<file path="config.mk">
export PLATFORM = sky130hd
export DESIGN_NAME = pixel_readout_framer
export DESIGN_NICKNAME = d
export VERILOG_FILES = /design/src/rtl/pixel_readout_framer.sv
export SDC_FILE = /design/constraint.sdc
export NUM_CORES = 1
export LEC_CHECK = 0
export CAP_MARGIN = 20
export CORE_MARGIN = 2
export CORE_UTILIZATION = 40
export DETAILED_ROUTE_END_ITERATION = 16
export PLACE_DENSITY = 0.69
export SLEW_MARGIN = 25
export SYNTH_ARGS = -nofsm -noshare
export SYNTH_HDL_FRONTEND = slang
export SYNTH_SLANG_ARGS = --single-unit
</file>
<file path="constraint.sdc">
create_clock -name clk -period 4.2 [get_ports clk]
set_clock_uncertainty 0.1 [all_clocks]
set_input_delay 0.42 -clock clk [delete_from_list [all_inputs] [get_ports clk]]
set_output_delay 0.42 -clock clk [all_outputs]
set_load 0.05 [all_outputs]
</file>
<file path="src/rtl/pixel_readout_framer.sv">
// rtl/pixel_readout_framer.sv - tags sensor pixels with sof/eol/eof and buffers them onto a ready/valid stream
module pixel_readout_framer #(
    parameter int PIXEL_ARRAY_WIDTH  = 128,
    parameter int PIXEL_ARRAY_HEIGHT = 128,
    parameter int PIXEL_BITS         = 8,
    parameter int FIFO_DEPTH         = 16
) (
    input  logic                  clk,
    input  logic                  reset,
    input  logic                  pix_valid,
    input  logic [PIXEL_BITS-1:0] pix_data,
    input  logic                  pix_frame_start,
    output logic                  out_valid,
    input  logic                  out_ready,
    output logic [PIXEL_BITS-1:0] out_data,
    output logic                  out_sof,
    output logic                  out_eol,
    output logic                  out_eof,
    output logic                  overflow,
    output logic                  frame_error,
    input  logic                  clear_flags,
    output logic [15:0]           frame_count
);
    localparam int AW = $clog2(FIFO_DEPTH);
    localparam int CW = $clog2(PIXEL_ARRAY_WIDTH);
    localparam int RW = (PIXEL_ARRAY_HEIGHT > 1) ? $clog2(PIXEL_ARRAY_HEIGHT) : 1;
    localparam int EW = PIXEL_BITS + 3;
    localparam logic [CW-1:0] COL_LAST   = CW'(PIXEL_ARRAY_WIDTH - 1);
    localparam logic [RW-1:0] ROW_LAST   = RW'(PIXEL_ARRAY_HEIGHT - 1);
    localparam logic [AW:0]   COUNT_FULL = (AW+1)'(FIFO_DEPTH);

    localparam logic [1:0] IDLE   = 2'd0;
    localparam logic [1:0] ACTIVE = 2'd1;
    localparam logic [1:0] DROP   = 2'd2;

    logic [1:0]    state;
    logic [CW-1:0] col, col_cur;
    logic [RW-1:0] row, row_cur;
    logic [EW-1:0] mem [FIFO_DEPTH];
    logic [AW-1:0] wr_ptr, rd_ptr;
    logic [AW:0]   count;
    logic [EW-1:0] head;
    logic          accept, full, push, pop, tag_eol, tag_eof;
    logic          ovf_set, ferr_set;

    // A frame-start pixel is always position (0,0), whatever the counters hold.
    always_comb begin
        accept   = pix_valid && (pix_frame_start || state == ACTIVE);
        col_cur  = pix_frame_start ? '0 : col;
        row_cur  = pix_frame_start ? '0 : row;
        tag_eol  = (col_cur == COL_LAST);
        tag_eof  = tag_eol && (row_cur == ROW_LAST);
        full     = (count == COUNT_FULL);
        push     = accept && !full;
        out_valid = (count != '0);
        pop      = out_valid && out_ready;
        ovf_set  = accept && full;
        ferr_set = pix_valid && pix_frame_start && (state == ACTIVE);
        head     = mem[rd_ptr];
        out_data = out_valid ? head[PIXEL_BITS-1:0] : '0;
        out_eof  = out_valid && head[PIXEL_BITS];
        out_eol  = out_valid && head[PIXEL_BITS+1];
        out_sof  = out_valid && head[PIXEL_BITS+2];
    end

    always_ff @(posedge clk or negedge reset) begin
        if (!reset) begin
            state <= IDLE;
            col   <= '0;
            row   <= '0;
        end else if (accept) begin
            if (full) begin
                state <= DROP;
            end else if (tag_eof) begin
                state <= IDLE;
                col   <= '0;
                row   <= '0;
            end else begin
                state <= ACTIVE;
                if (tag_eol) begin
                    col <= '0;
                    row <= row_cur + RW'(1);
                end else begin
                    col <= col_cur + CW'(1);
                    row <= row_cur;
                end
            end
        end
    end

    always_ff @(posedge clk) begin
        if (push) begin
            mem[wr_ptr] <= {pix_frame_start, tag_eol, tag_eof, pix_data};
        end
    end

    // Fullness uses the registered count, so a same-cycle pop never makes room.
    always_ff @(posedge clk or negedge reset) begin
        if (!reset) begin
            wr_ptr <= '0;
            rd_ptr <= '0;
            count  <= '0;
        end else begin
            if (push) wr_ptr <= wr_ptr + AW'(1);
            if (pop)  rd_ptr <= rd_ptr + AW'(1);
            case ({push, pop})
                2'b10:   count <= count + (AW+1)'(1);
                2'b01:   count <= count - (AW+1)'(1);
                default: count <= count;
            endcase
        end
    end

    always_ff @(posedge clk or negedge reset) begin
        if (!reset) begin
            overflow    <= 1'b0;
            frame_error <= 1'b0;
            frame_count <= '0;
        end else begin
            overflow    <= ovf_set  | (overflow    & ~clear_flags);
            frame_error <= ferr_set | (frame_error & ~clear_flags);
            if (pop && out_eof) frame_count <= frame_count + 16'd1;
        end
    end
endmodule

</file>
Yosys cells after proc, flatten, opt, wreduce, memory -nomap -nowiden
Memories as Yosys holds them, arrays and structs flattened.
Index checks and enable logic that the tools add are counted.
{"block": "word_totals", "reg_bits": 47, "ram_bits": 176, "inputBits": 14, "output_inout_bits": 30, "wordCells": 57, "n_memories": 1}
{"block": "op_classes", "n_addsub": 7, "n_eq_ne": 6, "muxes": 12, "n_bitwise": 6, "n_reduce_logical": 16}
{"memory": "mem", "depth": 16, "word_bits": 11, "rd": 1, "rd_ports_with_merged_regs": 0, "write_ports": 1, "line_no": "39", "source": "logic [EW-1:0] mem [FIFO_DEPTH];"}
{"cell": "7-bit two-way mux", "count": 6}
{"cell": "16-bit by 1-bit adder with 16-bit output, second input constant", "count": 1}
{"cell": "7-bit by 1-bit adder with 7-bit output, second input constant", "count": 2}
{"cell": "7-bit == test, second input constant", "count": 2}
{"cell": "1-bit logical AND", "count": 11}
{"cell": "5-bit case mux with 2 select lines", "count": 1}
{"cell": "4-bit by 1-bit adder with 4-bit output, second input constant", "count": 2}
{"cell": "8-bit two-way mux", "count": 1}
{"cell": "5-bit by 1-bit adder with 5-bit output, second input constant", "count": 1}
{"cell": "5-bit == test, second input constant", "count": 1}
{"cell": "5-bit nonzero test", "count": 1}
{"cell": "5-bit by 1-bit subtractor with 5-bit output, second input constant", "count": 1}
{"cell": "2-bit by 1-bit == test with 1-bit output, second input constant", "count": 2}
{"cell": "1-bit two-way mux", "count": 3}
{"cell": "1-bit bitwise AND", "count": 2}
{"cell": "2-bit == test, second input constant", "count": 1}
{"cell": "2-bit two-way mux", "count": 1}
{"cell": "1-bit NOT", "count": 2}
{"cell": "1-bit bitwise OR", "count": 2}
{"cell": "2-bit AND reduction", "count": 1}
{"cell": "2-bit nonzero test", "count": 1}
{"cell": "1-bit logical NOT", "count": 1}
{"cell": "1-bit logical OR", "count": 1}

Depth between registers and ports, before layout
Gate-level depths: netlist of the first run.
{"block": "logic_depth", "word_depth": 6, "depth_mapped": 15, "ltp_nobuf": 13}

Worst setup path before layout of the first run
Ideal clock, no wire load.
{"block": "synth_timing", "path_type": "flip-flop to flip-flop", "startpoint": "register count[1]", "endpoint": "register count[4]", "setup_ns": 0.080, "t_arrival_ns": 3.306, "required_ns": 4.020, "setup_slack_ns": 0.714, "stages_incl_launch_ff": 16, "path_buffers": 4, "synth_period_minus_slack_ns": 3.486, "path_cell_list": "dfrtp_1 > buf_6 > or4_4 > o221a_4 > inv_2 > buf_4 > buf_4 > ha_1 > clkbuf_1 > xor2_1 > ha_1 > o21a_1 > o22a_1 > a21oi_1 > mux2i_1 > xnor2_1"}
{"block": "synth_between", "elab_chain_cells": 5, "elab_cells_between_ends": 11, "classes_between": "add/sub: 2; eq/ne: 3; mux: 1; reduce/logical: 5"}
{"element": "from (decl)", "line_no": "41", "source": "logic [AW:0] count;"}
{"element": "from (signal assigned)", "line_no": "107", "source": "2'b10: count <= count + (AW+1)'(1);"}
{"element": "from (signal assigned)", "line_no": "108", "source": "2'b01: count <= count - (AW+1)'(1);"}
{"element": "from (signal assigned)", "line_no": "109", "source": "default: count <= count;"}
{"element": "5-bit == test", "line_no": "53", "source": "full = (count == COUNT_FULL);"}
{"element": "1-bit logical NOT", "line_no": "54", "source": "push = accept && !full;"}
{"element": "1-bit logical AND", "line_no": "54"}
{"element": "2-bit by 1-bit == test with 1-bit output or 2-bit == test (tied branches)", "line_no": "106", "source": "case ({push, pop})"}
{"element": "5-bit case mux with 2 select lines or 2-bit nonzero test (tied branches)"}
Parallel ways exist; a longest one is shown, timed or not.
A chain may end at the register's enable or synchronous reset.

Worst setup path after layout of the first run
{"block": "layout_timing", "startpoint": "register rd_ptr[0]", "endpoint": "output out_sof"}
{"block": "layout_between", "elab_chain_cells": 2}
{"element": "from (decl)", "line_no": "40", "source": "logic [AW-1:0] wr_ptr, rd_ptr;"}
{"element": "from (signal assigned)", "line_no": "105", "source": "if (pop) rd_ptr <= rd_ptr + AW'(1);"}
{"element": "memory 16 x 11 bit"}
{"element": "1-bit logical AND", "line_no": "63", "source": "out_sof = out_valid && head[PIXEL_BITS+2];"}
{"element": "to (decl)", "line_no": "16", "source": "output logic out_sof,"}
No other way between the ends.

==> results.py, run 1 <==
metrics = {
    "timing": {
        "slew_headroom": 0.426,
        "finalSetupViolCount": 0,
        "fin_crit_sh": 0.897,
        "timing.fmax_ghz": 0.265,
        "slew_violations": 0,
        "tightest_slew_ps": 861,
        "finalSetupTns_ps": 0,
        "period_minus_slack_ps": 3770,
        "hold_viol_final": 0,
        "rsz0062_at_grt": "false",
    },
    "power": {
        "power_switching_share": 0.344,
        "intPower_mw": 4.87,
        "p_total_mw": 7.42,
        "combPwrFrac": 0.339,
        "pwr-share-seq": 0.402,
        "power_frac_clock": 0.258,
        "p_leak_nw": 3.80,
        "p_switching_mw": 2.55,
        "power_density_nw_per_um2": 674,
        "ir_drop_mv": 0.480,
    },
    "layout": {
        "layout.cells.most_common_list": "176 x edfxtp_1, 50 x mux4_2, 45 x dfrtp_1",
        "antenna_cells": 0,
        "nets": 631,
        "fill_cells": 1945,
        "area_growth_pct": 16.5,
        "drive_gt1_frac": 0.203,
        "layout_commonest_cell": "edfxtp_1",
    },
    "cts": {
        "clk_pin_slew_ps": 60,
        "post_cts_buffers": 0,
        "numCtsBuffers": 24,
        "cts_sinks": 223,
        "clock_latency_ps": 520,
        "htreeDepth": 1,
        "clockBufferDepth": 3,
        "ctsRootBufferMaster": "clkbuf_16",
        "cts_tree": "built",
    },
    "grt": {
        "grt_pass1_wl_um": 29200,
        "grtUsageTotal": 0.156,
        "first_global_vias": 5180,
        "antenna_found_initial": 0,
        "grt_max_degree": 48,
        "grt_overflow": 0,
    },
    "route": {
        "initialDrtViolationCount": 378,
        "vias": 5028,
        "ant_nets": 0,
        "firstDrtPassIters": 5,
        "wl_um": 19000,
        "wire_per_inst_um": 20.2,
        "drc": 0,
        "viasPerCell": 5.34,
    },
    "critical_path": {
        "reg2reg_setup_slack_ps": 500,
        "startpoint": "rd_ptr[0]",
        "cp.required_ps": 3680,
        "critPathLaunchType": "flip-flop",
        "endpoint_kind": "output port",
        "r2r-end": "count[4]",
        "crit_path_max_fanout": 16,
        "worstPathArrival_ps": 3250,
        "setup.worst_path.end": "out_sof",
        "timing.rr.start": "count[1]",
        "path_class": "reg -> out",
        "reg2reg_depth": 13,
    },
    "logic_synthesis": {
        "async_reset_ff_frac": 0.211,
        "ys_seq_area_frac": 0.683,
        "synth_edf_count": 176,
        "postSynthCellCount": 548,
        "synth_cell_type_count": 63,
        "dominantRegCellSynth": "edfxtp_1",
        "syn_area_um2": 9460,
        "synth_fp_nets": 574,
        "syn_avg_cell_area_um2": 17.3,
        "synth-seq-cells": 223,
        "yosysWarnings": 0,
    },
    "die": {
        "die_area_um2": 24900,
        "die_w_um": 158,
        "num_rows": 56,
        "core_area_um2": 23300,
        "start_util": 0.405,
        "io-pin-count": 44,
        "die_h_um": 158,
    },
    "placed_design": {
        "portBuffers": 43,
        "gp_congestion": 0.768,
        "hpwlAfterDp_um": 11400,
    },
    "hold_path": {
        "hold_class": "in -> async",
    },
    "flow_run": {
        "cap_violations": 0,
    },
    "status": {
        "run_status": "complete, no violations",
    },
}
## routing by layer
metal / vias to the layer above / part of all wire / global-route usage
li1: 2271 / - / -
met1: 2589 / 0.41 / 0.205
met3: 35 / 0.047 / 0.0244
met5: - / 0 / 0
met4: 0 / 0.026 / 0.0494
met2: 133 / 0.51 / 0.266
## state kept, by name, indices dropped and copies added (netlist names)
name         count
frame_error      1
mem            176
state            2
wr_ptr           4
row              7
frame_count     16
rd_ptr           4
overflow         1
col              7
count            5
## final cells by class
type	instances	area (µm²)	area share
clock inverters	11	67.6	0.00613
well taps	319	399	0.0362
inverters	19	71.3	0.00648
clock buffers	32	651	0.0591
flip-flops and latches	223	6470	0.587
multi-input cells	276	2780	0.252
repair buffers	61	578	0.0525
## cells in the mapped netlist (3+ instances only)
cell type,count,share of area
o21ai_0,15,0.0079
xor2_1,17,0.016
a2111oi_1,4,0.0042
buf_2,5,0.0026
ha_1,12,0.016
a211oi_1,7,0.0056
mux4_2,50,0.12
xnor2_1,10,0.0093
buf_4,4,0.0032
edfxtp_1,176,0.56
and3_1,4,0.0026
and4_1,3,0.0028
buf_6,3,0.0036
nor3_1,4,0.0021
nor4_1,8,0.0053
clkbuf_1,16,0.0064
nand2_1,31,0.012
inv_1,17,0.0067
nand3_1,12,0.0064
o31ai_1,4,0.0032
dfrtp_1,47,0.12
nor2_1,11,0.0044
mux2i_1,10,0.011
nor2b_1,8,0.0053
a22oi_1,4,0.0032
nand4_1,3,0.0020
and2_1,15,0.0099
a21oi_1,6,0.0032
## kinds of logic (layout without fill, tap and decap cells)
kind of cell | Yosys count | count (layout) | share of synthesized area
buffers and inverters | 49 | 123 | 0.0258
adders and majority gates | 12 | 12 | 0.0159
muxes | 62 | 62 | 0.132
DFF | 223 | 223 | 0.683
xor gates and xnor gates | 27 | 27 | 0.0250
AOI/OAI and AO/OA | 62 | 62 | 0.0524
and+or+nand+nor | 113 | 113 | 0.0651
## power by group through the flow
| stage | logic, mW | registers (mW) | clock network [mW] |
|---|---|---|---|
| after floorplan | 1.95 | 2.91 | 0 |
| after global placement | 2.49 | 3.00 | 0 |
| after detailed placement | 2.55 | 3.03 | 0 |
| after CTS | 2.56 | 2.99 | 1.95 |
| after global routing | 2.70 | 3.03 | 2.03 |
| final | 2.52 | 2.98 | 1.92 |
## how the worst min path moves through the flow
stage                      end  slack [ps]
2_1_floorplan           col[0]          20
3_3_place_gp   frame_count[15]         360
3_5_place_dp   frame_count[15]         360
4_1_cts         frame_count[3]          30
5_1_grt        frame_count[15]         390
6_report        frame_count[3]         350
## worst max-delay path, stage by stage, from the launching register on
cell,delay [ps]
dfrtp_2,460
buf_4,350
mux4_2,550
mux4_2,470
and2_1,200
clkdlybuf4s50_1,700
## metrics by stage
step	setup WS (ps)	area (µm²)	hold WS (ps)	instances	util
after global routing	248	11000	389	941	0.472
final	431	11000	353	941	0.472
after floorplan	714	9460	24.4	548	-
after CTS	377	11000	30.2	940	0.471
after detailed placement	521	10300	356	897	0.441
after global placement	690	10300	358	897	0.441
## repair_timing
| item | CTS | global route |
|---|---|---|
| gates resized for setup | 0 | 0 |
| setup endpoints to repair | 0 | 0 |
| hold endpoints to repair | 0 | 47 |
| hold buffers | 0 | 1 |
Note: power is estimated with default switching activity, not from simulation.
==> run 2, diff against run 1 <==
--- a/config.mk
+++ b/config.mk
@@ -8,3 +8,3 @@
 export CAP_MARGIN = 20
-export CORE_MARGIN = 2
+export CORE_MARGIN = 4
 export CORE_UTILIZATION = 40
==> constraint.sdc (replaced) <==
create_clock -name clk -period 4.2 [get_ports clk]
set_clock_uncertainty 0.1 [all_clocks]
set_input_delay 0.84 -clock clk [delete_from_list [all_inputs] [get_ports clk]]
set_output_delay 0.84 -clock clk [all_outputs]
set_load 0.05 [all_outputs]
==> run 2 against run 1 <==
Global-route usage decreased by 0.93 points. Maximum frequency decreased by 7.5%. Clock power increased by 14%. Combinational power increased by 4%. Register-to-register slack improved by 130 ps. First-iteration DRC count increased by 21%. Final cell count decreased by 0.21%. Utilization increased by 1.6 points. Setup slack got worse by 310 ps. Critical path type unchanged. Critical endpoint is now out_data[7]. Highest routed layer unchanged.
==> results.py, run 2 (same netlist as run 1, synthesis figures left out) <==
metrics = {
    "status": {
        "run_status": "complete, no violations",
    },
    "route": {
        "ant_nets": 0,
        "wl_um": 18900,
        "viasPerCell": 5.28,
        "vias": 4960,
        "wire_per_inst_um": 20.2,
        "initialDrtViolationCount": 457,
        "firstDrtPassIters": 4,
        "drc": 0,
    },
    "timing": {
        "period_minus_slack_ps": 4080,
        "hold_viol_final": 0,
        "timing.fmax_ghz": 0.245,
        "fin_crit_sh": 0.971,
        "slew_headroom": 0.387,
        "finalSetupViolCount": 0,
        "finalSetupTns_ps": 0,
        "slew_violations": 0,
        "tightest_slew_ps": 920,
        "rsz0062_at_grt": "false",
    },
    "die": {
        "die_w_um": 162,
        "die_area_um2": 26200,
        "die_h_um": 162,
        "start_util": 0.413,
        "io-pin-count": 44,
        "num_rows": 55,
        "core_area_um2": 22900,
    },
    "power": {
        "intPower_mw": 5.13,
        "pwr-share-seq": 0.377,
        "power_frac_clock": 0.283,
        "power_switching_share": 0.333,
        "combPwrFrac": 0.340,
        "power_density_nw_per_um2": 689,
        "p_leak_nw": 3.94,
        "ir_drop_mv": 0.370,
        "p_switching_mw": 2.57,
    },
    "grt": {
        "grt_pass1_wl_um": 29900,
        "grt_max_degree": 52,
        "grtUsageTotal": 0.146,
        "first_global_vias": 5232,
        "antenna_found_initial": 1,
        "grt_overflow": 0,
    },
    "layout": {
        "top_register": "mem",
        "largest_reg_flops": 176,
        "stdcell_count": 939,
        "drive_gt1_frac": 0.209,
        "antenna_cells": 0,
        "reg.largest.list": "mem x176, frame_count x16",
        "nets": 634,
        "area_growth_pct": 18.2,
        "layout.cells.most_common_list": "176 x edfxtp_1, 50 x mux4_2, 45 x dfrtp_1",
        "layout_commonest_cell": "edfxtp_1",
    },
    "cts": {
        "cts_tree": "built",
        "clock_latency_ps": 520,
        "cts_sinks": 223,
        "clockBufferDepth": 3,
        "numCtsBuffers": 25,
        "clk_pin_slew_ps": 60,
        "post_cts_buffers": 0,
        "ctsRootBufferMaster": "clkbuf_16",
        "hold_buffers": 0,
        "htreeDepth": 1,
    },
    "critical_path": {
        "reg2reg_setup_slack_ps": 630,
        "crit_chain": "buf_16 > mux4_2 > mux4_2 > and2_1 > clkdlybuf4s50_1",
        "max_stage_delay_ps": 690,
        "critical_path_buf_inv_count": 2,
        "cp.required_ps": 3260,
        "endpoint_kind": "output port",
        "cp_slowest_cell": "clkdlybuf4s50_1",
        "crit_path_max_fanout": 51,
        "critPathLaunchType": "flip-flop",
        "worstPathArrival_ps": 3140,
        "path_class": "reg -> out",
        "crit_top_cell": "mux4_2",
        "critPathTopFamily": "multiplexers",
    },
    "placed_design": {
        "hpwlAfterDp_um": 11200,
        "portBuffers": 43,
        "dp.cells": 894,
        "gp_congestion": 0.793,
    },
    "hold_path": {
        "hold_class": "in -> async",
    },
    "flow_run": {
        "cap_violations": 0,
    },
}
==> run 2: final timing paths <==
path,startpoint,depth (start not counted),to
setup / recovery,rd_ptr[0],5,out_data[7]
hold / removal,reset,1,count[4]
setup reg to reg,count[1],13,count[4]
hold reg to reg,frame_count[15],1,frame_count[15]
max in group asynchronous,reset,1,rd_ptr[0]
min in group clk,frame_count[15],1,frame_count[15]
==> run 2: power groups by stage <==
| stage | clock network [mW] | logic (mW) | registers [mW] |
|---|---|---|---|
| 2_1_floorplan | 0 | 1.95 | 2.91 |
| 3_3_place_gp | 0 | 2.60 | 2.92 |
| 3_5_place_dp | 0 | 2.66 | 2.94 |
| 4_1_cts | 2.23 | 2.66 | 2.90 |
| 5_1_grt | 2.32 | 2.81 | 2.94 |
| 6_report | 2.18 | 2.62 | 2.90 |
==> run 2: timing repair <==
action | 4_1_cts | 5_1_grt
setup endpoints to repair | 1 | 9
gates resized for setup | 1 | 9
cloned | 0 | 0
pin swaps | 0 | 0
==> run 2: layer usage <==
layer	vias to the layer above	GRT usage	share of wire
li1	2268	-	-
met2	112	0.244	0.51
met5	-	0	0
met4	0	0.0350	0.017
met3	24	0.0259	0.062
met1	2556	0.203	0.41
==> run 2: stage by stage <==
step                      worst slack (ps)  hold WS [ps]  total power, mW  utilization  cell area [µm²]
after detailed placement               574           365             5.61        0.450            10300
after CTS                             21.0           252             7.79        0.486            11100
after floorplan                        704           342             4.85            -             9460
after global routing                  3.93           281             8.07        0.488            11200
final                                  124           243             7.70        0.488            11200
after global placement                 586           357             5.52        0.450            10300
==> run 2: final cells by class <==
cell class	count	area [µm²]
fillers	1866	11700
flip-flops and latches	223	6460
well taps	313	392
clock buffers	29	641
clock inverters	16	196
inverters	19	71.3
repair buffers	63	629
multi-input cells	276	2780
==> run 2: worst register-to-register path: stages, from the launching register on <==
cell and delay [ps]:
dfrtp_1 480, or4_4 620, nor2_4 270, inv_2 210, nand2_1 150, inv_1 60, ha_1 300, xor2_1 190
ha_1 230, o21a_1 180, o22a_1 190, a21oi_1 170, mux2i_1 230, xnor2_1 130
==> run 3, diff against run 2 <==
Settings changed: HOLD_SLACK_MARGIN set to 0.15.
==> results of run 3 <==
No change in the layout: final DEF, timing and power equal those of run 2.
